$ cat src/rtl/cordic_pair_scheduler.sv
// Shares one iterative CORDIC core between two operands: issues A, then B, each guarded by a
// watchdog, and reports both results with a single done pulse.
module cordic_pair_scheduler #(
    parameter int CORDIC_DATA_WIDTH = 22,
    parameter int TIMEOUT_CYCLES    = 255,
    parameter int TIMEOUT_WIDTH     = 8
) (
    input  logic                         clk,
    input  logic                         rst,
    input  logic                         clk_en,
    input  logic                         start,
    input  logic [CORDIC_DATA_WIDTH-1:0] x_one,
    input  logic [CORDIC_DATA_WIDTH-1:0] x_two,
    output logic                         busy,
    output logic                         cordic_start,
    output logic [CORDIC_DATA_WIDTH-1:0] cordic_x,
    input  logic                         cordic_done,
    input  logic [CORDIC_DATA_WIDTH-1:0] cordic_result,
    output logic                         done,
    output logic [CORDIC_DATA_WIDTH-1:0] result_one,
    output logic [CORDIC_DATA_WIDTH-1:0] result_two,
    output logic                         timeout
);

    typedef enum logic [2:0] {
        S_IDLE,
        S_ISSUE_A,
        S_WAIT_A,
        S_ISSUE_B,
        S_WAIT_B,
        S_DONE
    } state_t;

    localparam logic [TIMEOUT_WIDTH-1:0] WDOG_LAST = TIMEOUT_WIDTH'(TIMEOUT_CYCLES - 1);

    state_t                         state_q, state_d;
    logic [CORDIC_DATA_WIDTH-1:0]   x_two_q, x_two_d;
    logic [TIMEOUT_WIDTH-1:0]       wdog_q, wdog_d;
    logic                           busy_q, busy_d;
    logic                           cordic_start_q, cordic_start_d;
    logic [CORDIC_DATA_WIDTH-1:0]   cordic_x_q, cordic_x_d;
    logic                           done_q, done_d;
    logic [CORDIC_DATA_WIDTH-1:0]   result_one_q, result_one_d;
    logic [CORDIC_DATA_WIDTH-1:0]   result_two_q, result_two_d;
    logic                           timeout_q, timeout_d;
    logic [CORDIC_DATA_WIDTH-1:0]   captured;

    always_comb begin
        // NOTE: every _d defaults to its _q first, so no path through this block can infer a latch.
        state_d        = state_q;
        x_two_d        = x_two_q;
        wdog_d         = wdog_q;
        busy_d         = busy_q;
        cordic_start_d = cordic_start_q;
        cordic_x_d     = cordic_x_q;
        done_d         = done_q;
        result_one_d   = result_one_q;
        result_two_d   = result_two_q;
        timeout_d      = timeout_q;
        captured       = cordic_done ? cordic_result : '0;

        // With clk_en low everything holds, including a pending start or done pulse.
        if (clk_en) begin
            unique case (state_q)
                S_IDLE: begin
                    if (start) begin
                        cordic_x_d = x_one;
                        x_two_d    = x_two;
                        timeout_d  = 1'b0;
                        state_d    = S_ISSUE_A;
                    end
                end
                S_ISSUE_A: begin
                    wdog_d  = '0;
                    state_d = S_WAIT_A;
                end
                S_ISSUE_B: begin
                    wdog_d  = '0;
                    state_d = S_WAIT_B;
                end
                S_WAIT_A, S_WAIT_B: begin
                    // A done on the final watchdog cycle wins over the expiry.
                    if (cordic_done || wdog_q == WDOG_LAST) begin
                        if (!cordic_done) begin
                            timeout_d = 1'b1;
                        end
                        if (state_q == S_WAIT_A) begin
                            result_one_d = captured;
                            cordic_x_d   = x_two_q;
                            state_d      = S_ISSUE_B;
                        end else begin
                            result_two_d = captured;
                            state_d      = S_DONE;
                        end
                    end else begin
                        wdog_d = wdog_q + TIMEOUT_WIDTH'(1);
                    end
                end
                S_DONE: begin
                    state_d = S_IDLE;
                end
                default: begin
                    state_d = S_IDLE;
                end
            endcase

            busy_d         = (state_d != S_IDLE);
            cordic_start_d = (state_d == S_ISSUE_A) || (state_d == S_ISSUE_B);
            done_d         = (state_d == S_DONE);
        end
    end

    // NOTE: sequential state uses non-blocking assignments only, so every flop samples pre-edge values.
    always_ff @(posedge clk or negedge rst) begin
        if (!rst) begin
            state_q        <= S_IDLE;
            x_two_q        <= '0;
            wdog_q         <= '0;
            busy_q         <= 1'b0;
            cordic_start_q <= 1'b0;
            cordic_x_q     <= '0;
            done_q         <= 1'b0;
            result_one_q   <= '0;
            result_two_q   <= '0;
            timeout_q      <= 1'b0;
        end else begin
            state_q        <= state_d;
            x_two_q        <= x_two_d;
            wdog_q         <= wdog_d;
            busy_q         <= busy_d;
            cordic_start_q <= cordic_start_d;
            cordic_x_q     <= cordic_x_d;
            done_q         <= done_d;
            result_one_q   <= result_one_d;
            result_two_q   <= result_two_d;
            timeout_q      <= timeout_d;
        end
    end

    assign busy         = busy_q;
    assign cordic_start = cordic_start_q;
    assign cordic_x     = cordic_x_q;
    assign done         = done_q;
    assign result_one   = result_one_q;
    assign result_two   = result_two_q;
    assign timeout      = timeout_q;

endmodule

$ cat config.mk
export PLATFORM = sky130hd
export DESIGN_NAME = cordic_pair_scheduler
export DESIGN_NICKNAME = d
export VERILOG_FILES = /design/src/rtl/cordic_pair_scheduler.sv
export SDC_FILE = /design/constraint.sdc
export NUM_CORES = 1
export LEC_CHECK = 0
export ABC_AREA = 0
export BUFFER_PORTS_ARGS = -buffer_cell sky130_fd_sc_hd__buf_2
export CAP_MARGIN = 20
export CORE_UTILIZATION = 51
export DETAILED_ROUTE_END_ITERATION = 8
export GPL_TIMING_DRIVEN = 0
export PLACE_DENSITY = 0.89
export SLEW_MARGIN = 20
export SYNTH_ARGS = -nofsm -noshare
export SYNTH_HDL_FRONTEND = slang
export SYNTH_SLANG_ARGS = --single-unit
$ cat constraint.sdc
create_clock -name clk -period 2.8 [get_ports clk]
set_input_delay 0.56 -clock clk [delete_from_list [all_inputs] [get_ports clk]]
set_output_delay 0.56 -clock clk [all_outputs]
set_load 0.05 [all_outputs]
==> results of run 1 <==
[cells by family (layout without fill, tap and decap cells)]
kind of cell / after synthesis / after routing
AND/OR/NAND/NOR: 59 / 59
adder cells (fa/ha/maj): 2 / 2
XOR/XNOR: 1 / 1
flip-flops: 103 / 103
AO/OA/AOI/OAI: 28 / 28
buffers and inverters: 26 / 183
multiplexers: 111 / 111
[layout make-up]
| cell class | instances | area [µm²] | share of cell area, % |
|---|---|---|---|
| Multi-Input combinational cell | 201 | 1880 | 33.2 |
| Sequential cell | 103 | 2580 | 45.4 |
| Clock buffer | 10 | 138 | 2.43 |
| Inverter | 7 | 26.3 | 0.463 |
| Tap cell | 108 | 135 | 2.38 |
| Timing Repair Buffer | 141 | 734 | 12.9 |
| Buffer | 19 | 106 | 1.88 |
| Clock inverter | 6 | 73.8 | 1.30 |
[synthesized netlist by cell type (3+ instances only)]
cell      instances  area [µm²]
mux2_2           93        1050
nand3_1           7        35.0
clkbuf_1          5        18.8
nor3_1            3        15.0
and2_1           22         138
o21ai_0           8        40.0
mux2_4           18         270
a31oi_1           4        25.0
nor2_1            7        26.3
buf_2            10        50.1
a41oi_1           3        26.3
inv_1             7        26.3
dfrtp_1         103        2580
nand2_1           8        30.0
[layer usage]
| metal | vias up | share of wire (%) | track usage, % |
|---|---|---|---|
| met5 | - | 0 | 0 |
| met4 | 0 | 0.47 | 5.28 |
| met3 | 2 | 7.1 | 6.36 |
| met2 | 140 | 48 | 36.9 |
| met1 | 1537 | 44 | 27.9 |
| li1 | 1477 | - | - |
[worst paths after layout]
check / endpoint / cells past startpoint / slack [ns]
min in group clk: x_two_q[4]$_DFFE_PN0P_ / 2 / 0.43
min: result_two[14]$_DFFE_PN0P_ / 1 / 0.08
max in group asynchronous: wdog_q[2]$_DFFE_PN0P_ / 2 / 2.07
max reg2reg: cordic_x[14]$_DFFE_PN0P_ / 6 / 0.39
max: cordic_x[14]$_DFFE_PN0P_ / 6 / 0.39
min reg2reg: cordic_start$_DFFE_PN0P_ / 1 / 0.50
[power groups by stage]
stage          Clock (mW)  Sequential (mW)  Combinational, mW
2_1_floorplan           0             3.80               1.45
3_3_place_gp            0             2.40               3.55
3_5_place_dp            0             2.46               3.65
4_1_cts              1.00             2.43               3.66
5_1_grt              1.06             2.50               3.84
6_report            0.975             2.43               3.63
[through the flow]
stage	total power, mW	hold WS [ns]	std cells	util [%]
3_3_place_gp	5.95	0.463	578	62.2
6_report	7.04	0.0840	595	65.0
5_1_grt	7.40	0.0793	595	65.0
3_5_place_dp	6.11	0.471	579	62.6
4_1_cts	7.09	0.0763	595	65.0
2_1_floorplan	5.25	0.264	330	-
[sequential cells by signal, indices dropped and copies added (netlist names)]
register      count
result_one       22
done              1
cordic_x         22
x_two_q          22
cordic_start      1
wdog_q            8
busy              1
result_two       22
timeout           1
state_q           3
==> reports/metrics.cfg, run 1 <==
[status]
status=finished, final reports clean

[final_layout]
antenna_cells=0
area_growth_pct=23.5
fill_cells=613
nets=555
final_common_cell=buf_2
design_area_mm2=0.00567
mostFrequentLayoutCells=buf_2, dfrtp_1, mux2_2, and2_1, mux2_4
drive_above_1_share_pct=58.9

[clock_tree]
post_cts_resized=0
clkLatencyLatePin_ns=0.35
ctsHtreeMaxLevel=3
clk_pin_slew_ns=0.10
tritoncts=yes
cts_sinks=103
clockBufferDepth=2
post_cts_buffers=0
cts_root_buf=clkbuf_8
hold_buffers=0
cts_buffers=9

[power_and_ir_drop]
pwr-share-comb_pct=51.6
p_int_mw=3.86
p_sw_share_pct=45.2
power_switching_mw=3.18
leakage_nw=2.90
clkPwrFrac_pct=13.9
powerDensity_mw_per_mm2=1240
seqPwrFrac_pct=34.5
peakVddDrop_uv=853

[route]
drc=0
vias=3156
finalWirelength_mm=9.72
drt_iter0_markers=76
drtPass1Iterations=4
vias_per_cell=5.30
routedWlPerCell_um=16.3
drt.antenna.violating_nets=0

[yosys]
synth_edf_count=0
syn_nets=403
synthArstFlopShare_pct=100
synth_ff_type=dfrtp_1
ys_types=41
muxShareOfSynthArea_pct=28.7
synth_area_mm2=0.00459
synthXorXnorAreaFrac_pct=0.191
seq_area_frac_synth_pct=56.1
syn_inst=330
yosysWarnings=0
synth_compound_gate_area_share_pct=4.25
yosys.area_share.simple_pct=7.28
syn_area_per_cell_um2=13.9
synth_top_family_by_area=multiplexers
synth-seq-cells=103
synth-adder-area-share_pct=0.545

[worst_setup_path]
arrival_ns=2.64
critical_path_buf_inv_count=2
critPathSlowestCell=nor2_1
crit_fanout=10
cp_cell_sequence=buf_2 > xnor2_1 > nor2_1 > buf_2 > mux2_2 > mux2_2
worstSetupPathType=flip-flop to flip-flop
r2r_start=state_q[1]$_DFFE_PN0P_
crit_path_start=state_q[1]$_DFFE_PN0P_
crit_path_end_kind=flip-flop
required_ns=3.03
critPathMaxStageDelay_ns=0.52
crit_family=multiplexers
startpoint_type=flip-flop

[placement]
detailed_place_hpwl_mm=7.29
place.gp.congestion=0.809
place_ws_ns=0.162
port_buffers=140
dpl-instance-area_mm2=0.00546

[flow_run]
cap_violations=0

[global_routing]
overflow=0
antenna_found_initial=0
grt_pass1_vias=3355
grt_max_degree=70
grt_pass1_wl_mm=16.5
grt_usage_pct=21.9

[sta]
layout_setup_ws_ns=0.390
setup_viol=0
max_freq_ghz=0.415
fin_skew_ns=0.0109
rsz0062_at_grt=no
tightest_slew_ns=0.828
fin_crit_ns=2.41
drv_slew=0
fin_crit_sh_pct=86.1
tns_ns=0
slew_headroom_pct=44.4
hold_viol_final=0

[floorplanning]
die_area_mm2=0.00938
initial_core_util_pct=52.6
coreArea_mm2=0.00872
die_x_um=96.9
ios=141
num_rows=34
dieHeight_um=96.9

[min_path]
hold_path_class=primary input to async pin

(Power assumes the default switching activity.)
==> inputs of run 2 (changes only) <==
--- a/config.mk
+++ b/config.mk
@@ -8,10 +8,10 @@
 export ABC_AREA = 0
 export BUFFER_PORTS_ARGS = -buffer_cell sky130_fd_sc_hd__buf_2
 export CAP_MARGIN = 20
-export CORE_UTILIZATION = 51
+export CORE_UTILIZATION = 55
 export DETAILED_ROUTE_END_ITERATION = 8
 export GPL_TIMING_DRIVEN = 0
-export PLACE_DENSITY = 0.89
+export PLACE_DENSITY = 0.95
 export SLEW_MARGIN = 20
 export SYNTH_ARGS = -nofsm -noshare
 export SYNTH_HDL_FRONTEND = slang
==> constraint.sdc (replaced) <==
create_clock -name clk -period 2.97 [get_ports clk]
set_input_delay 0.594 -clock clk [delete_from_list [all_inputs] [get_ports clk]]
set_output_delay 0.594 -clock clk [all_outputs]
set_load 0.05 [all_outputs]
==> run 2 against run 1 <==
  * Total power decreased by 6.0%
  * Setup slack better by 0.16 ns
  * Count of clock-buffer cells in the layout stayed put
  * Core utilization increased by 6.6 points
  * Via count increased by 0.73%
  * Sequential power decreased by 6%
  * Largest cell class unchanged
  * Design area shrank 0.31%
  * Critical path type unchanged
  * Global-route usage is 2.2 points higher
  * Clock skew about the same
  * Fmax decreased by 0.29%
  * Worst hold slack gained 0.053 ns
==> reports/metrics.cfg, run 2 (same netlist as run 1, synthesis figures left out) <==
[power_and_ir_drop]
powerDensity_mw_per_mm2=1170  ; -5.7%
total_power_mw=6.62  ; -6.0%
leakage_nw=2.90  ; about the same
peakVddDrop_uv=705  ; -17%

[sta]
fin_crit_ns=2.42  ; +0.00697 ns
drv_slew=0  ; unchanged
max_freq_ghz=0.414  ; -0.29%
setup_viol=0  ; unchanged
rsz0062_at_grt=no
tns_ns=0  ; unchanged
fin_crit_sh_pct=81.4  ; -4.7 points
fin_skew_ns=0.0113  ; +0.000464 ns
slew_headroom_pct=45.0  ; +0.51 points
timing.hold.ws_ns=0.137  ; +0.0532 ns
hold_viol_final=0  ; unchanged
tightest_slew_ns=0.821  ; -0.00758 ns

[floorplanning]
coreArea_mm2=0.00789  ; -9.6%
die_x_um=93.4  ; -3.6%
initial_core_util_pct=58.2  ; +5.6 points
die_area_mm2=0.00872  ; -7.1%
ios=141  ; unchanged
dieHeight_um=93.4  ; -3.6%
num_rows=32  ; -5.9%

[final_layout]
antenna_cells=0  ; unchanged
mostFrequentLayoutCells=buf_2, dfrtp_1, mux2_2, and2_1, mux2_4
nets=555  ; unchanged
design_area_mm2=0.00565  ; -0.31%
utilization_pct=71.7  ; +6.6 points
final_common_cell=buf_2
area_growth_pct=23.2
drive_above_1_share_pct=58.7  ; -0.21 points

[global_routing]
antenna_found_initial=0  ; unchanged
grt_usage_pct=24.1  ; +2.2 points
grt_pass1_wl_mm=16.0  ; -2.9%
grt_max_degree=60  ; -14%
grt_pass1_vias=3298  ; -1.7%
overflow=0  ; unchanged

[clock_tree]
clockBufferDepth=2  ; unchanged
cts_root_buf=clkbuf_8
clk_pin_slew_ns=0.10  ; about the same
ctsHtreeMaxLevel=3  ; unchanged
tritoncts=yes
hold_buffers=0  ; unchanged
post_cts_buffers=0  ; unchanged
cts_sinks=103  ; unchanged
clkLatencyLatePin_ns=0.36  ; about the same
post_cts_resized=0  ; unchanged
cts_buffers=9  ; unchanged

[worst_setup_path]
crit_fanout=10  ; unchanged
reg2reg_setup_slack_ns=0.55  ; +0.16 ns
required_ns=3.21  ; +0.18 ns
crit_path_start=wdog_q[0]$_DFFE_PN0P_
worstSetupPathType=flip-flop to flip-flop
startpoint_type=flip-flop
crit_path_end_kind=flip-flop
r2r_end=cordic_x[21]$_DFFE_PN0P_
worstSetupEndpoint=cordic_x[21]$_DFFE_PN0P_
r2r_cells=7  ; +1
arrival_ns=2.66  ; +0.02 ns
r2r_start=wdog_q[0]$_DFFE_PN0P_

[route]
drt_iter0_markers=63  ; -17%
vias_per_cell=5.40  ; +1.8%
drc=0  ; unchanged
finalWirelength_mm=9.96  ; +2.5%
vias=3179  ; +0.73%
drt.antenna.violating_nets=0  ; unchanged
drtPass1Iterations=5  ; +1
routedWlPerCell_um=16.9  ; +3.6%

[placement]
dpl-instance-area_mm2=0.00545  ; -0.14%
detailed_place_hpwl_mm=7.51  ; +3.0%
port_buffers=140  ; unchanged
place.gp.congestion=0.809  ; about the same

[flow_run]
cap_violations=0  ; unchanged

[status]
status=finished, final reports clean

[min_path]
hold_path_class=primary input to async pin

run 2: changes by cell type in the layout (fill, tap and decap cells not counted), sizes merged:
cell	change
clkinvlp	-2
clkinv	+2
run 2: worst min path at each step:
| stage | from | cells past startpoint | slack [ns] | end |
|---|---|---|---|---|
| 2_1_floorplan | rst | 0 | 0.30 | busy$_DFFE_PN0P_ |
| 3_3_place_gp | cordic_start$_DFFE_PN0P_ | 1 | 0.46 | cordic_start$_DFFE_PN0P_ |
| 3_5_place_dp | cordic_start$_DFFE_PN0P_ | 1 | 0.48 | cordic_start$_DFFE_PN0P_ |
| 4_1_cts | rst | 1 | 0.14 | result_two[6]$_DFFE_PN0P_ |
| 5_1_grt | rst | 1 | 0.15 | result_one[13]$_DFFE_PN0P_ |
| 6_report | rst | 1 | 0.14 | result_two[13]$_DFFE_PN0P_ |
run 2: layer usage:
metal  GRT usage (%)  vias up  share of wire [%]  wire length (µm)
li1                -     1473                  -                 -
met1            30.1     1557                 42              4210
met2            40.9      134                 49              4870
met3            6.83       15                7.5               751
met4            6.92        0                1.3               133
met5               0        -                  0                 0
run 2: where the power goes:
group | internal (mW) | switching, mW
registers | 1.98 | 0.307
logic | 1.23 | 2.20
clock network | 0.403 | 0.492
total | 3.62 | 3.00
run 2: stage by stage:
step / worst slack (ns) / cells
2_1_floorplan: 0.688 / 330
5_1_grt: 0.390 / 589
3_5_place_dp: 0.319 / 573
4_1_cts: 0.526 / 589
6_report: 0.553 / 589
3_3_place_gp: 0.264 / 572
run 2: critical path, stage by stage, from the launching register on:
cell,delay (ns)
dfrtp_1,0.44
inv_1,0.11
ha_1,0.15
and3_1,0.24
a21oi_2,0.12
a211oi_2,0.52
buf_2,0.37
mux2_2,0.37
run 2: cell type report:
type                            count  area (µm²)
Timing Repair Buffer              141         734
Clock inverter                      6        73.8
Sequential cell                   103        2580
Clock buffer                       10         128
Inverter                            7        26.3
Multi-Input combinational cell    201        1880
Buffer                             19         106
Fill cell                         529        2230
Tap cell                          102         128
